`src/rtl/mod7_divider_pkg.sv`:
```
// mod7_pkg: shared FSM state type, modulus/iteration constants and residue canonicalisation
package mod7_pkg;
  typedef enum logic [1:0] {IDLE, ITER, DONE} state_t;
  localparam logic [2:0] MOD7 = 3'd7;
  localparam int N_ITER = 5;
  function automatic logic [2:0] canon7(input logic [2:0] x);
    return (x == MOD7) ? 3'd0 : x;
  endfunction
endpackage

```
`src/rtl/mod7_divider_if.sv`:
```
// mod7_divider_if: operand/result valid-ready bundle (in_valid,a,b,out_ready from master; in_ready,out_valid,q,div_by_zero from slave)
interface mod7_divider_if;
  logic       in_valid;
  logic       in_ready;
  logic [2:0] a;
  logic [2:0] b;
  logic       out_valid;
  logic       out_ready;
  logic [2:0] q;
  logic       div_by_zero;
  modport master(output in_valid, a, b, out_ready, input in_ready, out_valid, q, div_by_zero);
  modport slave(input in_valid, a, b, out_ready, output in_ready, out_valid, q, div_by_zero);
endinterface

```
`src/rtl/mod7_divider_mul.sv`:
```
// mod7_mul: combinational residue product i_x*i_y mod 7 -> o_p (canonical 0..6), plus HalfAdder/FullAdder cells
module HalfAdder (
  input  logic i_a,
  input  logic i_b,
  output logic o_s,
  output logic o_c
);
  assign o_s = i_a ^ i_b;
  assign o_c = i_a & i_b;
endmodule

module FullAdder (
  input  logic i_a,
  input  logic i_b,
  input  logic i_c,
  output logic o_s,
  output logic o_c
);
  assign o_s = i_a ^ i_b ^ i_c;
  assign o_c = (i_a & i_b) | (i_c & (i_a ^ i_b));
endmodule

module mod7_mul (
  input  logic [2:0] i_x,
  input  logic [2:0] i_y,
  output logic [2:0] o_p
);
  logic [5:0] w_p;
  logic       w_c1, w_s2, w_c2a, w_c2b, w_s3, w_c3a, w_c3b;
  logic [3:0] w_s;
  logic [2:0] w_t;
  assign w_p[0] = i_x[0] & i_y[0];
  HalfAdder u_h1 (.i_a(i_x[1] & i_y[0]), .i_b(i_x[0] & i_y[1]), .o_s(w_p[1]), .o_c(w_c1));
  FullAdder u_f2 (.i_a(i_x[2] & i_y[0]), .i_b(i_x[1] & i_y[1]), .i_c(i_x[0] & i_y[2]), .o_s(w_s2), .o_c(w_c2a));
  HalfAdder u_h2 (.i_a(w_s2), .i_b(w_c1), .o_s(w_p[2]), .o_c(w_c2b));
  FullAdder u_f3 (.i_a(i_x[2] & i_y[1]), .i_b(i_x[1] & i_y[2]), .i_c(w_c2a), .o_s(w_s3), .o_c(w_c3a));
  HalfAdder u_h3 (.i_a(w_s3), .i_b(w_c2b), .o_s(w_p[3]), .o_c(w_c3b));
  FullAdder u_f4 (.i_a(i_x[2] & i_y[2]), .i_b(w_c3a), .i_c(w_c3b), .o_s(w_p[4]), .o_c(w_p[5]));
  assign w_s = {1'b0, w_p[5:3]} + {1'b0, w_p[2:0]};
  assign w_t = w_s[2:0] + {2'b00, w_s[3]};
  assign o_p = (w_t == 3'd7) ? 3'd0 : w_t;
endmodule

```
`src/rtl/mod7_divider.sv`:
```
// mod7_divider: sequential q=a/b mod 7 via a*b^5 over 5 shared-multiplier steps (clk, rst, io slave: valid/ready in a,b -> q,div_by_zero)
module mod7_divider
  import mod7_pkg::*;
(
  input logic           clk,
  input logic           rst,
  mod7_divider_if.slave io
);
  state_t     r_state;
  logic [2:0] r_cnt;
  logic [2:0] r_acc;
  logic [2:0] r_bq;
  logic       r_dz;
  logic [2:0] r_q;
  logic       r_dzo;
  logic [2:0] w_prod;
  mod7_mul u_mul (.i_x(r_acc), .i_y(r_bq), .o_p(w_prod));
  always_ff @(posedge clk) begin
    if (rst) begin
      r_state <= IDLE;
      r_cnt   <= '0;
      r_acc   <= '0;
      r_bq    <= '0;
      r_dz    <= 1'b0;
      r_q     <= '0;
      r_dzo   <= 1'b0;
    end else begin
      case (r_state)
        IDLE: if (io.in_valid) begin
          r_acc   <= canon7(io.a);
          r_bq    <= canon7(io.b);
          r_dz    <= canon7(io.b) == 3'd0;
          r_cnt   <= '0;
          r_state <= ITER;
        end
        ITER: begin
          r_acc <= w_prod;
          r_cnt <= r_cnt + 3'd1;
          if (r_cnt == 3'(N_ITER - 1)) begin
            r_state <= DONE;
            r_q     <= r_dz ? 3'd0 : w_prod;
            r_dzo   <= r_dz;
          end
        end
        DONE: if (io.out_ready) r_state <= IDLE;
        default: r_state <= IDLE;
      endcase
    end
  end
  assign io.in_ready    = r_state == IDLE;
  assign io.out_valid   = r_state == DONE;
  assign io.q           = r_q;
  assign io.div_by_zero = r_dzo;
endmodule
```
`src/flat_wrapper.sv`:
```
// flat-port wrapper written by rule: the top's interface ports become plain ports
module mod7_divider_flat import mod7_pkg::*;
  (clk, rst, io_in_valid, io_a, io_b, io_out_ready, io_in_ready, io_out_valid, io_q, io_div_by_zero);
  mod7_divider_if io_i ();
  input logic clk;
  input logic rst;
  input wire logic [$bits(io_i.in_valid)-1:0] io_in_valid;
  input wire logic [$bits(io_i.a)-1:0] io_a;
  input wire logic [$bits(io_i.b)-1:0] io_b;
  input wire logic [$bits(io_i.out_ready)-1:0] io_out_ready;
  output wire logic [$bits(io_i.in_ready)-1:0] io_in_ready;
  output wire logic [$bits(io_i.out_valid)-1:0] io_out_valid;
  output wire logic [$bits(io_i.q)-1:0] io_q;
  output wire logic [$bits(io_i.div_by_zero)-1:0] io_div_by_zero;
  assign io_i.in_valid = io_in_valid;
  assign io_i.a = io_a;
  assign io_i.b = io_b;
  assign io_i.out_ready = io_out_ready;
  assign io_in_ready = io_i.in_ready;
  assign io_out_valid = io_i.out_valid;
  assign io_q = io_i.q;
  assign io_div_by_zero = io_i.div_by_zero;
  mod7_divider u_core (.clk(clk), .rst(rst), .io(io_i));
endmodule
```
`config.mk`:
```
export PLATFORM = sky130hd
export DESIGN_NAME = mod7_divider_flat
export DESIGN_NICKNAME = d
export VERILOG_FILES = /design/src/rtl/mod7_divider_pkg.sv /design/src/rtl/mod7_divider_if.sv /design/src/rtl/mod7_divider_mul.sv /design/src/rtl/mod7_divider.sv /design/src/flat_wrapper.sv
export SDC_FILE = /design/constraint.sdc
export NUM_CORES = 1
export LEC_CHECK = 0
export BUFFER_PORTS_ARGS = -buffer_cell sky130_fd_sc_hd__buf_2
export CAP_MARGIN = 20
export CORE_AREA = 2 2 54 61
export CTS_CLUSTER_SIZE = 16
export DETAILED_ROUTE_END_ITERATION = 16
export DIE_AREA = 0 0 56 63
export SYNTH_ARGS = -nofsm -noshare
export SYNTH_HDL_FRONTEND = slang
export SYNTH_SLANG_ARGS = --single-unit
```
`constraint.sdc`:
```
create_clock -name clk -period 4.25 [get_ports clk]
set_clock_uncertainty 0.2 [all_clocks]
set_input_delay 0.6375 -clock clk [delete_from_list [all_inputs] [get_ports clk]]
set_output_delay 0.6375 -clock clk [all_outputs]
set_load 0.02 [all_outputs]
```
==> impl_results.md <==
- Fin cells: 168
- Average size of a mapped cell: ~9.3 um^2
- CTS Buf Count: 3
- Yosys cell types: 38
- Outcome: finished clean
- Total internal power: 225 uW
- Hold_ws: between 0.2 and 0.3 ns
- Placed Instance Area: 1200 um^2
- CTS tree: built
- Syn nets: 144
- 1st-pass router iterations: 4
- Number of inserted diodes: 0
- Arr. time, crit path: 3.95 ns
- Delay of the slowest cell on the worst path: 0.43 ns
- Comb power frac: 13.1%
- H-tree depth reported by CTS: 1
- CTS sink cnt: 16
- Hold Buf Count CTS: 0
- Most frequent cells in the layout: 16 x dfxtp_1, 15 x nand2_1, 15 x buf_2, 11 x inv_1, 10 x ha_1
- IO Count: 16
- Final setup violation count: 0
- Die ar.: roughly 3500 um^2
- # fillers: about 300
- # DRC: 0
- Setup CP Type: flop to flop
- Final Worst Setup Slack: 0.285 ns
- Initial antenna violation count: 0
- Final Hold Fails: 0
- Clock Pin Slew Worst Setup and Hold Paths: approximately 0.09 ns
- Root Driver: clkbuf_4
- Cell breakdown of the critical path: and2_1, fa_1, inv_1, fa_1, inv_1, ha_1, fa_1, ha_1, a21o_1, a21o_1, ha_1, ha_1, xnor3_1, nand2_1, a41o_1
- Synth Cell Area: 1120 um^2
- Worst-margin pin slew: 0.382 ns
- Total Routed Length: 2.09 mm
- Leak: around 0.6 nW
- Post-DR vias/cell: 5.12
- Avg WL per Cell: between 10 and 15 um
- Power Density: 245 nW/um^2
- Cell total after placement: 164
- Slew margin rel.: 74.5%
- Antenna-violating nets left: 0
- Asr flop ratio synth: 0%
- Type of the tightest min-delay check: flop to flop
- Synthesis-stage register bit count: 16
- Critical path's slowest cell: fa_1
- Unrepaired setup endpoints after global routing: no
- Number of global-route vias before repair: about 900
- Initial DRC Count: 9
- Clock Path Buffers: 2
- Seq pwr share: between 50% and 60%
- Period Utilization, post-route: 93.3%
- GRT Residual Overflow: 0
- Number of gates resized after CTS: 0
- Register area share after synthesis: 28.7%
- Ys flop type: dfxtp_1
- DR vias: 860
- Max FO, Critical Path: 5
- Setup crit end kind: flop
- Area Overhead vs Synth: 10.3%
- Syn. warnings: 0
- Pin count of the biggest net entering global routing: 20
- Peak supply drop: 0.121 mV
- Final TNS setup: 0 ns
- Mapped Cells: 120
- Share of layout cells above drive strength 1: 21.6%
- Critical path launch point type: flop
- Final design utilization: 41.9%
- Peak Freq: 252 MHz
- DP Wirelength: 1.67 mm
- First-pass GRT wire length: 3.77 mm
- PortBufs: 15
- Number of max-cap violations: 0
- Commonest non-fill, non-tap cell in the layout: dfxtp_1
- Final min period: about 4.0 ns
- # Post-CTS Setup Buffers: 0
- Seq. cell area: 320 um^2
- Dpl ws: 0.264 ns
- Max Slew Vio Count: 0
- Sw frac: between 20 and 30%
- Most frequent CP cell: ha_1
- Global Route Usage Sum: 13.3%
- Switching power: 76.9 uW
- Core area: 2940 um^2
- Area of the multi-input gates: 717 um^2
- DIE HEIGHT: roughly 63 um
- Gpl congestion: 0.836
- CP required: 4.23 ns
- Nets: ~160
- Starting Density: 38.0%
- Clock power frac: 33.4%
- Clk Latency, worst-skew pair: 0.28 ns
- Die W: 56 um
- Post-synth EDFFs: 0
- Number of core rows: 21
- Overall Power: 302 uW
- Design Area, Final: 1230 um^2
power groups by stage:
stage	logic (mW)	registers (mW)	clock network [mW]
floorplan	0.0303	0.162	0
global placement	0.0385	0.165	0
detailed placement	0.0397	0.165	0
CTS	0.0399	0.162	0.106
global route	0.0450	0.163	0.111
finish	0.0397	0.162	0.101
metal layers:
| metal | vias up | share of wire (%) | GRT usage (%) |
|---|---|---|---|
| met3 | 2 | 3.7 | 3.11 |
| met5 | - | 0 | 0 |
| met2 | 16 | 50 | 24.0 |
| li1 | 442 | - | - |
| met1 | 400 | 46 | 15.1 |
| met4 | 0 | 0.67 | 4.46 |
worst paths after layout:
check,start,to,slack (ns),cells past startpoint
max,u_core.r_acc[2]$_SDFFE_PP0P_,u_core.io.q[1]$_SDFFE_PP0P_,0.28,15
min,u_core.io.q[2]$_SDFFE_PP0P_,u_core.io.q[2]$_SDFFE_PP0P_,0.28,2
max reg2reg,u_core.r_acc[2]$_SDFFE_PP0P_,u_core.io.q[1]$_SDFFE_PP0P_,0.28,15
min reg2reg,u_core.io.q[2]$_SDFFE_PP0P_,u_core.io.q[2]$_SDFFE_PP0P_,0.28,2
state kept, by name, indices dropped and copies added (netlist names):
name,flops
u_core.r_cnt,3
u_core.r_dz,1
u_core.r_acc,3
u_core.r_bq,3
u_core.r_state,2
u_core.io.q,3
u_core.io.div_by_zero,1
worst max-delay path, delay by kind of cell (launching register included):
family / cells / cell delay [ns]
xor+xnor: 1 / 0.28
fa+ha+maj: 7 / 2.07
flops: 1 / 0.34
compound gates: 3 / 0.57
buf+inv: 2 / 0.14
simple gates: 2 / 0.26
cell type report:
cell class / instances / area share [%]
Sequential cell: 16 / 26.0
Clock buffer: 4 / 2.94
Timing Repair Buffer: 15 / 6.09
Tap cell: 34 / 3.45
Multi-Input combinational cell: 88 / 58.2
Inverter: 11 / 3.35
cell families (layout without fill, tap and decap cells):
logic type	after synthesis	in the layout	synth area share, %
AOI/OAI and AO/OA	20	20	13.9
DFF	16	16	28.7
xor gates and xnor gates	2	2	2.80
muxes	2	2	1.79
adders and majority gates	14	14	18.4
and+or+nand+nor	50	50	27.3
buffers and inverters	16	30	7.17
synth_stat cells (2+ instances only):
cell type | count | area share (%)
a32oi_1 | 2 | 1.6
nor3b_2 | 2 | 2.2
a41o_1 | 2 | 1.8
inv_1 | 11 | 3.7
mux2i_1 | 2 | 1.8
a21oi_1 | 7 | 3.1
a311oi_1 | 2 | 1.6
buf_6 | 2 | 2.0
nor2_1 | 6 | 2.0
or3_1 | 2 | 1.1
nand3_1 | 5 | 2.2
nand3b_1 | 3 | 2.0
and2_1 | 7 | 3.9
nand2_1 | 15 | 5.0
dfxtp_1 | 16 | 29
ha_1 | 10 | 11
fa_1 | 4 | 7.2
a21o_1 | 2 | 1.3
(Power assumes the default switching activity.)
